===== src/rtl/hazard_unit_pkg.sv =====
// Shared constants and types for the pipeline hazard controller:
// EX forwarding select encodings and the hazard FSM state type.
package hazard_unit_pkg;

  localparam int REG_AW_DEF = 4;
  localparam int CNT_W      = 2;

  localparam logic [1:0] FWD_RF  = 2'b00;
  localparam logic [1:0] FWD_MEM = 2'b01;
  localparam logic [1:0] FWD_WB  = 2'b10;

  typedef enum logic [1:0] {
    ST_IDLE       = 2'b00,
    ST_LOAD_STALL = 2'b01,
    ST_JUMP_FLUSH = 2'b10
  } hz_state_t;

endpackage


===== src/rtl/hazard_unit_if.sv =====
// Decode-stage strobes from the control unit and stall/flush/forward
// controls back to the datapath, bundled as one port.
interface hazard_unit_if #(
  parameter int REG_AW = 4
);
  logic              i_validD;
  logic [REG_AW-1:0] i_rs1D;
  logic [REG_AW-1:0] i_rs2D;
  logic [REG_AW-1:0] i_rdD;
  logic              i_RegWriteD;
  logic              i_MemReadD;
  logic              i_jumpD;
  logic              i_flushD;
  logic              o_stallF;
  logic              o_stallD;
  logic              o_flushD;
  logic              o_flushE;
  logic [1:0]        o_fwdA;
  logic [1:0]        o_fwdB;

  modport master (
    output i_validD, i_rs1D, i_rs2D, i_rdD, i_RegWriteD, i_MemReadD, i_jumpD, i_flushD,
    input  o_stallF, o_stallD, o_flushD, o_flushE, o_fwdA, o_fwdB
  );

  modport slave (
    input  i_validD, i_rs1D, i_rs2D, i_rdD, i_RegWriteD, i_MemReadD, i_jumpD, i_flushD,
    output o_stallF, o_stallD, o_flushD, o_flushE, o_fwdA, o_fwdB
  );
endinterface


===== src/rtl/hazard_unit_fwd_select.sv =====
// EX-operand forwarding select: compares one E-stage source against the
// M and W destinations; M is younger and therefore wins.
module fwd_select
  import hazard_unit_pkg::*;
#(
  parameter int REG_AW = 4
) (
  input  logic [REG_AW-1:0] i_rsE,
  input  logic              i_vldM,
  input  logic              i_regwrM,
  input  logic [REG_AW-1:0] i_rdM,
  input  logic              i_vldW,
  input  logic              i_regwrW,
  input  logic [REG_AW-1:0] i_rdW,
  output logic [1:0]        o_fwd
);

  logic w_src_nz;
  logic w_hitM;
  logic w_hitW;

  // R0 reads are constant zero, so a zero source never takes a bypass.
  assign w_src_nz = (i_rsE != '0);
  assign w_hitM   = i_vldM & i_regwrM & (i_rdM == i_rsE) & w_src_nz;
  assign w_hitW   = i_vldW & i_regwrW & (i_rdW == i_rsE) & w_src_nz;

  always_comb begin
    o_fwd = FWD_RF;
    if (w_hitM)      o_fwd = FWD_MEM;
    else if (w_hitW) o_fwd = FWD_WB;
  end

endmodule


===== src/rtl/hazard_unit.sv =====
// Hazard controller for the D/E/M/W pipeline: shadows in-flight destinations,
// drives EX forwarding, inserts load-use stalls and sequences jump flushes.
module hazard_unit
  import hazard_unit_pkg::*;
#(
  parameter int REG_AW       = REG_AW_DEF,
  parameter int JUMP_PENALTY = 1
) (
  input  logic        clk,
  input  logic        reset,
  hazard_unit_if.slave io_hz
);

  localparam logic [CNT_W-1:0] PENALTY = CNT_W'(JUMP_PENALTY);

  // Shadow pipe: _p0 = E, _p1 = M, _p2 = W. M/W keep only what forwarding needs.
  logic              r_vld_p0, r_vld_p1, r_vld_p2;
  logic [REG_AW-1:0] r_rd_p0, r_rd_p1, r_rd_p2;
  logic              r_rw_p0, r_rw_p1, r_rw_p2;
  logic              r_mr_p0;
  logic [REG_AW-1:0] r_rs1_p0, r_rs2_p0;

  hz_state_t         r_state;
  logic [CNT_W-1:0]  r_cnt;
  logic              r_flush_fsm;

  logic              w_hit;
  logic              w_stall;
  logic [1:0]        w_fwdA;
  logic [1:0]        w_fwdB;

  assign w_hit = io_hz.i_validD & r_vld_p0 & r_mr_p0 & (r_rd_p0 != '0) &
                 ((r_rd_p0 == io_hz.i_rs1D) | (r_rd_p0 == io_hz.i_rs2D));

  // ---- D -> E -> M -> W : valid bits (control, reset) ----
  always_ff @(posedge clk) begin
    if (reset) begin
      r_vld_p0 <= 1'b0;
      r_vld_p1 <= 1'b0;
      r_vld_p2 <= 1'b0;
    end else begin
      r_vld_p0 <= io_hz.i_validD & ~w_hit;
      r_vld_p1 <= r_vld_p0;
      r_vld_p2 <= r_vld_p1;
    end
  end

  // ---- D -> E -> M -> W : entry fields, qualified by the valid bits ----
  always_ff @(posedge clk) begin
    r_rd_p0  <= io_hz.i_rdD;
    r_rw_p0  <= io_hz.i_RegWriteD;
    r_mr_p0  <= io_hz.i_MemReadD;
    r_rs1_p0 <= io_hz.i_rs1D;
    r_rs2_p0 <= io_hz.i_rs2D;
    r_rd_p1  <= r_rd_p0;
    r_rw_p1  <= r_rw_p0;
    r_rd_p2  <= r_rd_p1;
    r_rw_p2  <= r_rw_p1;
  end

  // A jump still sitting in D after a load-use stall is taken from LOAD_STALL.
  always_ff @(posedge clk) begin
    if (reset) begin
      r_state     <= ST_IDLE;
      r_cnt       <= '0;
      r_flush_fsm <= 1'b0;
    end else begin
      case (r_state)
        ST_IDLE, ST_LOAD_STALL: begin
          if (w_hit) begin
            r_state     <= ST_LOAD_STALL;
            r_flush_fsm <= 1'b0;
          end else if (io_hz.i_validD & io_hz.i_jumpD) begin
            r_state     <= ST_JUMP_FLUSH;
            r_cnt       <= PENALTY;
            r_flush_fsm <= 1'b1;
          end else begin
            r_state     <= ST_IDLE;
            r_flush_fsm <= 1'b0;
          end
        end
        ST_JUMP_FLUSH: begin
          r_cnt <= r_cnt - CNT_W'(1);
          if (r_cnt <= CNT_W'(1)) begin
            r_state     <= ST_IDLE;
            r_flush_fsm <= 1'b0;
          end
        end
        default: begin
          r_state     <= ST_IDLE;
          r_cnt       <= '0;
          r_flush_fsm <= 1'b0;
        end
      endcase
    end
  end

  fwd_select #(.REG_AW(REG_AW)) u_fwd_a (
    .i_rsE   (r_rs1_p0),
    .i_vldM  (r_vld_p1),
    .i_regwrM(r_rw_p1),
    .i_rdM   (r_rd_p1),
    .i_vldW  (r_vld_p2),
    .i_regwrW(r_rw_p2),
    .i_rdW   (r_rd_p2),
    .o_fwd   (w_fwdA)
  );

  fwd_select #(.REG_AW(REG_AW)) u_fwd_b (
    .i_rsE   (r_rs2_p0),
    .i_vldM  (r_vld_p1),
    .i_regwrM(r_rw_p1),
    .i_rdM   (r_rd_p1),
    .i_vldW  (r_vld_p2),
    .i_regwrW(r_rw_p2),
    .i_rdW   (r_rd_p2),
    .o_fwd   (w_fwdB)
  );

  // Stall outranks any flush of IF/ID; reset forces every control low.
  assign w_stall        = ~reset & w_hit;
  assign io_hz.o_stallF = w_stall;
  assign io_hz.o_stallD = w_stall;
  assign io_hz.o_flushE = w_stall;
  assign io_hz.o_flushD = ~reset & ~w_hit & (r_flush_fsm | io_hz.i_flushD);
  assign io_hz.o_fwdA   = reset ? FWD_RF : w_fwdA;
  assign io_hz.o_fwdB   = reset ? FWD_RF : w_fwdB;

endmodule


===== src/flat_wrapper.sv =====
// flat-port wrapper written by rule: the top's interface ports become plain ports
module hazard_unit_flat import hazard_unit_pkg::*;
#(
  parameter int REG_AW       = REG_AW_DEF,
  parameter int JUMP_PENALTY = 1
)
  (clk, reset, io_hz_i_validD, io_hz_i_rs1D, io_hz_i_rs2D, io_hz_i_rdD, io_hz_i_RegWriteD, io_hz_i_MemReadD, io_hz_i_jumpD, io_hz_i_flushD, io_hz_o_stallF, io_hz_o_stallD, io_hz_o_flushD, io_hz_o_flushE, io_hz_o_fwdA, io_hz_o_fwdB);
  hazard_unit_if #(.REG_AW(REG_AW)) io_hz_i ();
  input  logic clk;
  input  logic reset;
  input wire logic [$bits(io_hz_i.i_validD)-1:0] io_hz_i_validD;
  input wire logic [$bits(io_hz_i.i_rs1D)-1:0] io_hz_i_rs1D;
  input wire logic [$bits(io_hz_i.i_rs2D)-1:0] io_hz_i_rs2D;
  input wire logic [$bits(io_hz_i.i_rdD)-1:0] io_hz_i_rdD;
  input wire logic [$bits(io_hz_i.i_RegWriteD)-1:0] io_hz_i_RegWriteD;
  input wire logic [$bits(io_hz_i.i_MemReadD)-1:0] io_hz_i_MemReadD;
  input wire logic [$bits(io_hz_i.i_jumpD)-1:0] io_hz_i_jumpD;
  input wire logic [$bits(io_hz_i.i_flushD)-1:0] io_hz_i_flushD;
  output wire logic [$bits(io_hz_i.o_stallF)-1:0] io_hz_o_stallF;
  output wire logic [$bits(io_hz_i.o_stallD)-1:0] io_hz_o_stallD;
  output wire logic [$bits(io_hz_i.o_flushD)-1:0] io_hz_o_flushD;
  output wire logic [$bits(io_hz_i.o_flushE)-1:0] io_hz_o_flushE;
  output wire logic [$bits(io_hz_i.o_fwdA)-1:0] io_hz_o_fwdA;
  output wire logic [$bits(io_hz_i.o_fwdB)-1:0] io_hz_o_fwdB;
  assign io_hz_i.i_validD = io_hz_i_validD;
  assign io_hz_i.i_rs1D = io_hz_i_rs1D;
  assign io_hz_i.i_rs2D = io_hz_i_rs2D;
  assign io_hz_i.i_rdD = io_hz_i_rdD;
  assign io_hz_i.i_RegWriteD = io_hz_i_RegWriteD;
  assign io_hz_i.i_MemReadD = io_hz_i_MemReadD;
  assign io_hz_i.i_jumpD = io_hz_i_jumpD;
  assign io_hz_i.i_flushD = io_hz_i_flushD;
  assign io_hz_o_stallF = io_hz_i.o_stallF;
  assign io_hz_o_stallD = io_hz_i.o_stallD;
  assign io_hz_o_flushD = io_hz_i.o_flushD;
  assign io_hz_o_flushE = io_hz_i.o_flushE;
  assign io_hz_o_fwdA = io_hz_i.o_fwdA;
  assign io_hz_o_fwdB = io_hz_i.o_fwdB;
  hazard_unit #(.REG_AW(REG_AW), .JUMP_PENALTY(JUMP_PENALTY)) u_core (.clk(clk), .reset(reset), .io_hz(io_hz_i));
endmodule

===== config.mk =====
export PLATFORM = sky130hd
export DESIGN_NAME = hazard_unit_flat
export DESIGN_NICKNAME = d
export VERILOG_FILES = /design/src/rtl/hazard_unit_pkg.sv /design/src/rtl/hazard_unit_if.sv /design/src/rtl/hazard_unit_fwd_select.sv /design/src/rtl/hazard_unit.sv /design/src/flat_wrapper.sv
export SDC_FILE = /design/constraint.sdc
export NUM_CORES = 1
export LEC_CHECK = 0
export CORE_MARGIN = 3
export CORE_UTILIZATION = 48
export CTS_BUF_LIST = sky130_fd_sc_hd__clkbuf_16
export DETAILED_ROUTE_END_ITERATION = 10
export GPL_TIMING_DRIVEN = 0
export PLACE_DENSITY_LB_ADDON = 0.1
export SLEW_MARGIN = 25
export SYNTH_ARGS = -nofsm -noshare
export SYNTH_HDL_FRONTEND = slang
export SYNTH_HIERARCHICAL = 1
export SYNTH_SLANG_ARGS = --single-unit

===== constraint.sdc =====
create_clock -name clk -period 1.88 [get_ports clk]
set_clock_uncertainty 0.1 [all_clocks]
set_input_delay 0.282 -clock clk [delete_from_list [all_inputs] [get_ports clk]]
set_output_delay 0.282 -clock clk [all_outputs]
set_load 0.01 [all_outputs]

Yosys cells after proc, flatten, opt, wreduce, memory -nomap -nowiden
Cells that the tools add are included.
Cells by class
  bitwise logic cells: 23
  $add $sub $neg: 1
  multiplexer cells: 17
  reduce and logical (&&, ||, !) cells: 6
  equal/unequal tests: 11
  magnitude comparators: 1
Operators by type and width (count)
  == test 4 bit: 6
  2-to-1 mux 2 bit: 11
  AND 1 bit: 19
  nonzero test 4 bit: 3
  case mux 2 bit (2 select lines): 2
  != test 2 x 1 -> 1 bit (second input constant): 2
  2-to-1 mux 1 bit: 3
  == test 2 x 1 -> 1 bit (second input constant): 1
  == test 2 bit (second input constant): 1
  less-or-equal comparator 2 x 1 -> 1 bit (second input constant): 1
  logical NOT 2 bit: 1
  != test 2 bit (second input constant): 1
  inverter 1 bit: 2
  OR 1 bit: 2
  case mux 1 bit (2 select lines): 1
  AND reduction 2 bit: 1
  OR reduction 2 bit: 1
  subtractor 2 x 1 -> 2 bit (second input constant): 1
Word-level totals
  input port bits: 19
  register bits: 32
  output and inout port bits: 8
  logic and storage cells: 74

Logic depth before layout (Yosys ltp)
Gate-level depths: netlist of run 1.
  word-level depth: 7
  gate-level depth with buffers: 5
  depth with buffers taken out: 5

Hierarchy
The synthesis of run 1 kept the hierarchy.
Modules (own cells, without submodules)
  hazard_unit: cells each 74, area an instance 913.4 um2, seq. area each 620.6 um2, instances 1
  fwd_select: cells each 20, area an instance 141.4 um2, seq. area each 0.0 um2, instances 2

Least setup slack after synthesis of run 1
No wires, ideal clock.
  path type: register to output
  start point: register u_core.r_rs1_p0[3]
  end point: output port io_hz_o_fwdA[1]
  setup slack: 103 ps
  stages on the path, launching flop included: 5
  buffers on the path: 0
  required time: 1498 ps
  arrival: 1395 ps
  path through: dfxtp_1 > xor2_1 > or4_4 > a221oi_2 > nor2b_1
On the way
  cells in the longest elaborated chain, start to end: 6
  elaborated cells on any way between the ends: 10
  those cells by class: 2 x eq/ne; 3 x mux; 4 x bitwise; 1 x reduce/logical
Ends and longest elaborated chain
  start: declaration: line hazard_unit.sv:21  | logic [REG_AW-1:0] r_rs1_p0, r_rs2_p0;
  start signal: assignment: line hazard_unit.sv:53  | r_rs1_p0 <= io_hz.i_rs1D;
  == test 4 bit: line hazard_unit_fwd_select.sv:25  | assign w_hitW = i_vldW & i_regwrW & (i_rdW == i_rsE) & w_src_nz;
  AND 1 bit (2 in series): line hazard_unit_fwd_select.sv:25
  2-to-1 mux 2 bit: line hazard_unit_fwd_select.sv:30  | else if (w_hitW) o_fwd = FWD_WB;
  2-to-1 mux 2 bit (*): line hazard_unit_fwd_select.sv:29  | if (w_hitM) o_fwd = FWD_MEM;
  via u_core.w_fwdA[1]: line hazard_unit.sv:29  | logic [1:0] w_fwdA;
  2-to-1 mux 2 bit (*): line hazard_unit.sv:126  | assign io_hz.o_fwdA = reset ? FWD_RF : w_fwdA;
  end: declaration: line flat_wrapper.sv:23  | output wire logic [$bits(io_hz_i.o_fwdA)-1:0] io_hz_o_fwdA;
The timed path passes the listed nets; every way through them passes the cells marked *.

Worst setup path after layout of run 1
  start point: register u_core.r_rs1_p0[2]
  end point: output port io_hz_o_fwdA[1]
Same word-level chain as after synthesis.

==> results of run 1 <==
power by group through the flow:
stage	Combinational, mW	Sequential [mW]	Clock (mW)
after CTS	0.150	0.730	0.883
final	0.158	0.731	0.884
after detailed placement	0.123	0.742	0
after global routing	0.171	0.736	0.936
after global placement	0.117	0.739	0
after floorplan	0.0655	0.732	0
metrics by stage:
| step | std cells | utilization | setup WS, ps | hold WS [ps] |
|---|---|---|---|---|
| final | 187 | 0.813 | -243 | 216 |
| after global routing | 187 | 0.813 | -319 | 219 |
| after CTS | 186 | 0.806 | -248 | 210 |
| after detailed placement | 168 | 0.649 | -948 | 243 |
| after global placement | 168 | 0.649 | -889 | 213 |
| after floorplan | 114 | - | 103 | 210 |
registers in the layout (all words and copies together) (netlist names):
signal and count:
u_core/r_mr_p0 1, u_core/r_rd_p2 4, u_core/r_rw_p2 1, u_core/r_rs1_p0 4, u_core/r_rw_p1 1, u_core/r_vld_p0 1
u_core/r_rw_p0 1, u_core/r_rs2_p0 4, u_core/r_state 2, u_core/r_vld_p1 1, u_core/r_rd_p1 4, u_core/r_cnt 2
u_core/r_rd_p0 4, u_core/r_vld_p2 1
synthesized netlist by cell type (3+ instances only):
library cell  number
buf_4              4
dfxtp_1           31
nand2_1            9
nand3_1            3
nor2_1             3
nor2b_1            7
nor3_1             5
nor4_1             3
xnor2_1            8
xor2_1            12
path summary, 6_finish.rpt:
kind,startpoint,end
setup / recovery,u_core/r_rs1_p0[2],io_hz_o_fwdA[1]
hold / removal,io_hz_i_rs2D[1],u_core/r_rs2_p0[1]
hold reg to reg,u_core/r_rw_p0,u_core/r_rw_p1
setup reg to reg,u_core/r_rd_p0[1],u_core/r_state[0]
logic make-up after synthesis:
logic type / count (synthesis) / synth area share
AO/OA/AOI/OAI: 10 / 0.0701
XOR/XNOR: 20 / 0.146
adder cells (fa/ha/maj): 1 / 0.0105
buffers and inverters: 7 / 0.0345
flip-flops: 31 / 0.519
AND/OR/NAND/NOR: 45 / 0.220
routing by layer:
layer,vias to the layer above,share of wire
met1,473,0.39
met2,36,0.55
met5,-,0
met3,6,0.045
met4,0,0.018
li1,475,-
cell type report:
type,count,area share
timing repair buffer,40,0.187
inverter,2,0.00402
sequential,31,0.349
buffer,2,0.0100
clock inverter,3,0.0208
tap,28,0.0188
clock buffer,5,0.0670
multi-input combinational,76,0.344
what timing repair did:
item                                    4_1_cts  5_1_grt
endpoints found under the setup margin        8        8
setup buffers                                12        3
hold buffers                                  0        0
pin swaps                                    18        6
resized for setup                            81        5
==> out/results.txt, run 1 <==
Outcome -> finished with violations
Failing checks -> negative setup slack
Final cycle utilization of the critical path -> 1.13
Yosys reg bits -> 31
FF/Latch Area -> 652 um^2
Crit Path Class -> reg2out
CP max stage delay -> 520 ps
Final Hold Vio Count -> 0
Reg-to-reg setup timing slack -> 270 ps
Die ar. -> 3130 um^2
Commonest non-fill, non-tap cell in the layout -> dfxtp_1
DRC violations left -> 0
GRT Residual Overflow -> 0
CTS tree -> yes
Worst EP required -> 1500 ps
Mapped cell area -> 1200 um^2
Pwr dens -> 949 nW/um^2
IO buf count -> 26
Area contributors post-synth -> dfxtp_1 52%, xor2_1 8.8%, xnor2_1 5.9%
Nets -> 178
Setup TNS -> -1260 ps
Synth cell types -> 29
Comb pwr share -> 0.089
Met1 usage -> 0.241
CP arrival -> 1740 ps
Clk_lat worst skew -> 270 ps
Worst Path Buf+Inv -> 1
Stages on worst setup path -> 5
Hold Crit Class -> in2reg
Max Fclk -> 0.471 GHz
Synth top area share -> 0.519
Setup Viol. Count Final -> 8
Final WS setup -> -243 ps
Area Overhead vs Synth -> 56.2%
Share of the yosys chip area belonging to registers -> 0.519
Internal -> 1.40 mW
Average size of a mapped cell -> 10.5 um^2
Multi-input logic area -> 642 um^2
Critical path, cell by cell -> xor2_1 > or4_4 > a221oi_2 > nor2b_1 > buf_2
CTS Buffer Depth -> 2
Leakage power -> 0.792 nW
Post-layout min period -> 2120 ps
Met2 Use GR -> 0.416
CP Max Fanout -> 3
NetSw -> 0.373 mW
Vias -> 990
Worst Reg-to-Reg Cells -> 6
Leading area contributor after synthesis -> dfxtp_1
TritonCTS Sinks -> 31
Worst path slowest cell -> or4_4
Share of post-route cells with drive strength above 1 -> 0.403
First-pass GRT wire length -> 5300 um
Htree depth -> 2
CP delay by family, top -> simple AND/OR/NAND/NOR gates
Layer with the highest usage -> met2
Clock power share -> 0.499
Slew Limit Fails -> 0
Hold path depth -> 1
Root Driver -> clkbuf_16
Synth Flop Type -> dfxtp_1
Initial Util -> 0.521
Post-synth EDFFs -> 0
RSZ-0062 raised after global routing -> true
Wire length per cell -> 16.5 um
Cell area after layout -> 1870 um^2
Placer Congestion -> 0.782
Cell Area, Placed -> 1490 um^2
Post-synth ARST share -> 0
Core Region -> 2300 um^2
Iteration-0 DRC Markers -> 29
Die height -> 55.9 um
Setup crit end kind -> primary output
Largest net degree at the start of global routing -> 11
Detailed placement HPWL -> 1840 um
Antenna violations before repair -> 0
Pre-antenna DRT Iters -> 4
Clock transition at path regs -> 50 ps
Vias per cell -> 5.29
Total Power -> 1.77 mW
Final ANT Viol Nets -> 0
Maximum Capacitance Violations -> 0
Rows -> 17
Top Ports -> 27
DRT Wirelength -> 3080 um
Most frequent cells in the layout -> 20 x dfxtp_1, 11 x xor2_1, 10 x clkdlybuf4s50_1, 10 x buf_4, 9 x nand2_1
CTS Buf Count -> 5
Fillers -> 135
Synth warnings -> 6
Switching share of power -> 0.211
Worst IR Drop VDD -> 0.000843 V
Tot GR Track Use -> 0.226
Setup crit start kind -> flop
Slew margin rel. -> 0.793
Antenna fix cells -> 0
Die W -> 55.9 um
Post-Syn Nets -> 134
Flop pwr share -> 0.412
Vias in the first global route -> 1,134
Actual slew at the worst max-slew pin -> 310 ps
GR Util met3 -> 0.0719
Synthesized instance count -> 114
(Power assumes the default switching activity.)
==> run 2, diff against run 1 <==
--- a/config.mk
+++ b/config.mk
@@ -5,6 +5,7 @@
 export SDC_FILE = /design/constraint.sdc
 export NUM_CORES = 1
 export LEC_CHECK = 0
+export ABC_CLOCK_PERIOD_IN_PS = 1880
 export CORE_MARGIN = 3
 export CORE_UTILIZATION = 48
 export CTS_BUF_LIST = sky130_fd_sc_hd__clkbuf_16
==> results of run 2 <==
Same layout as run 1: the final DEF is identical, and so are final timing and power.
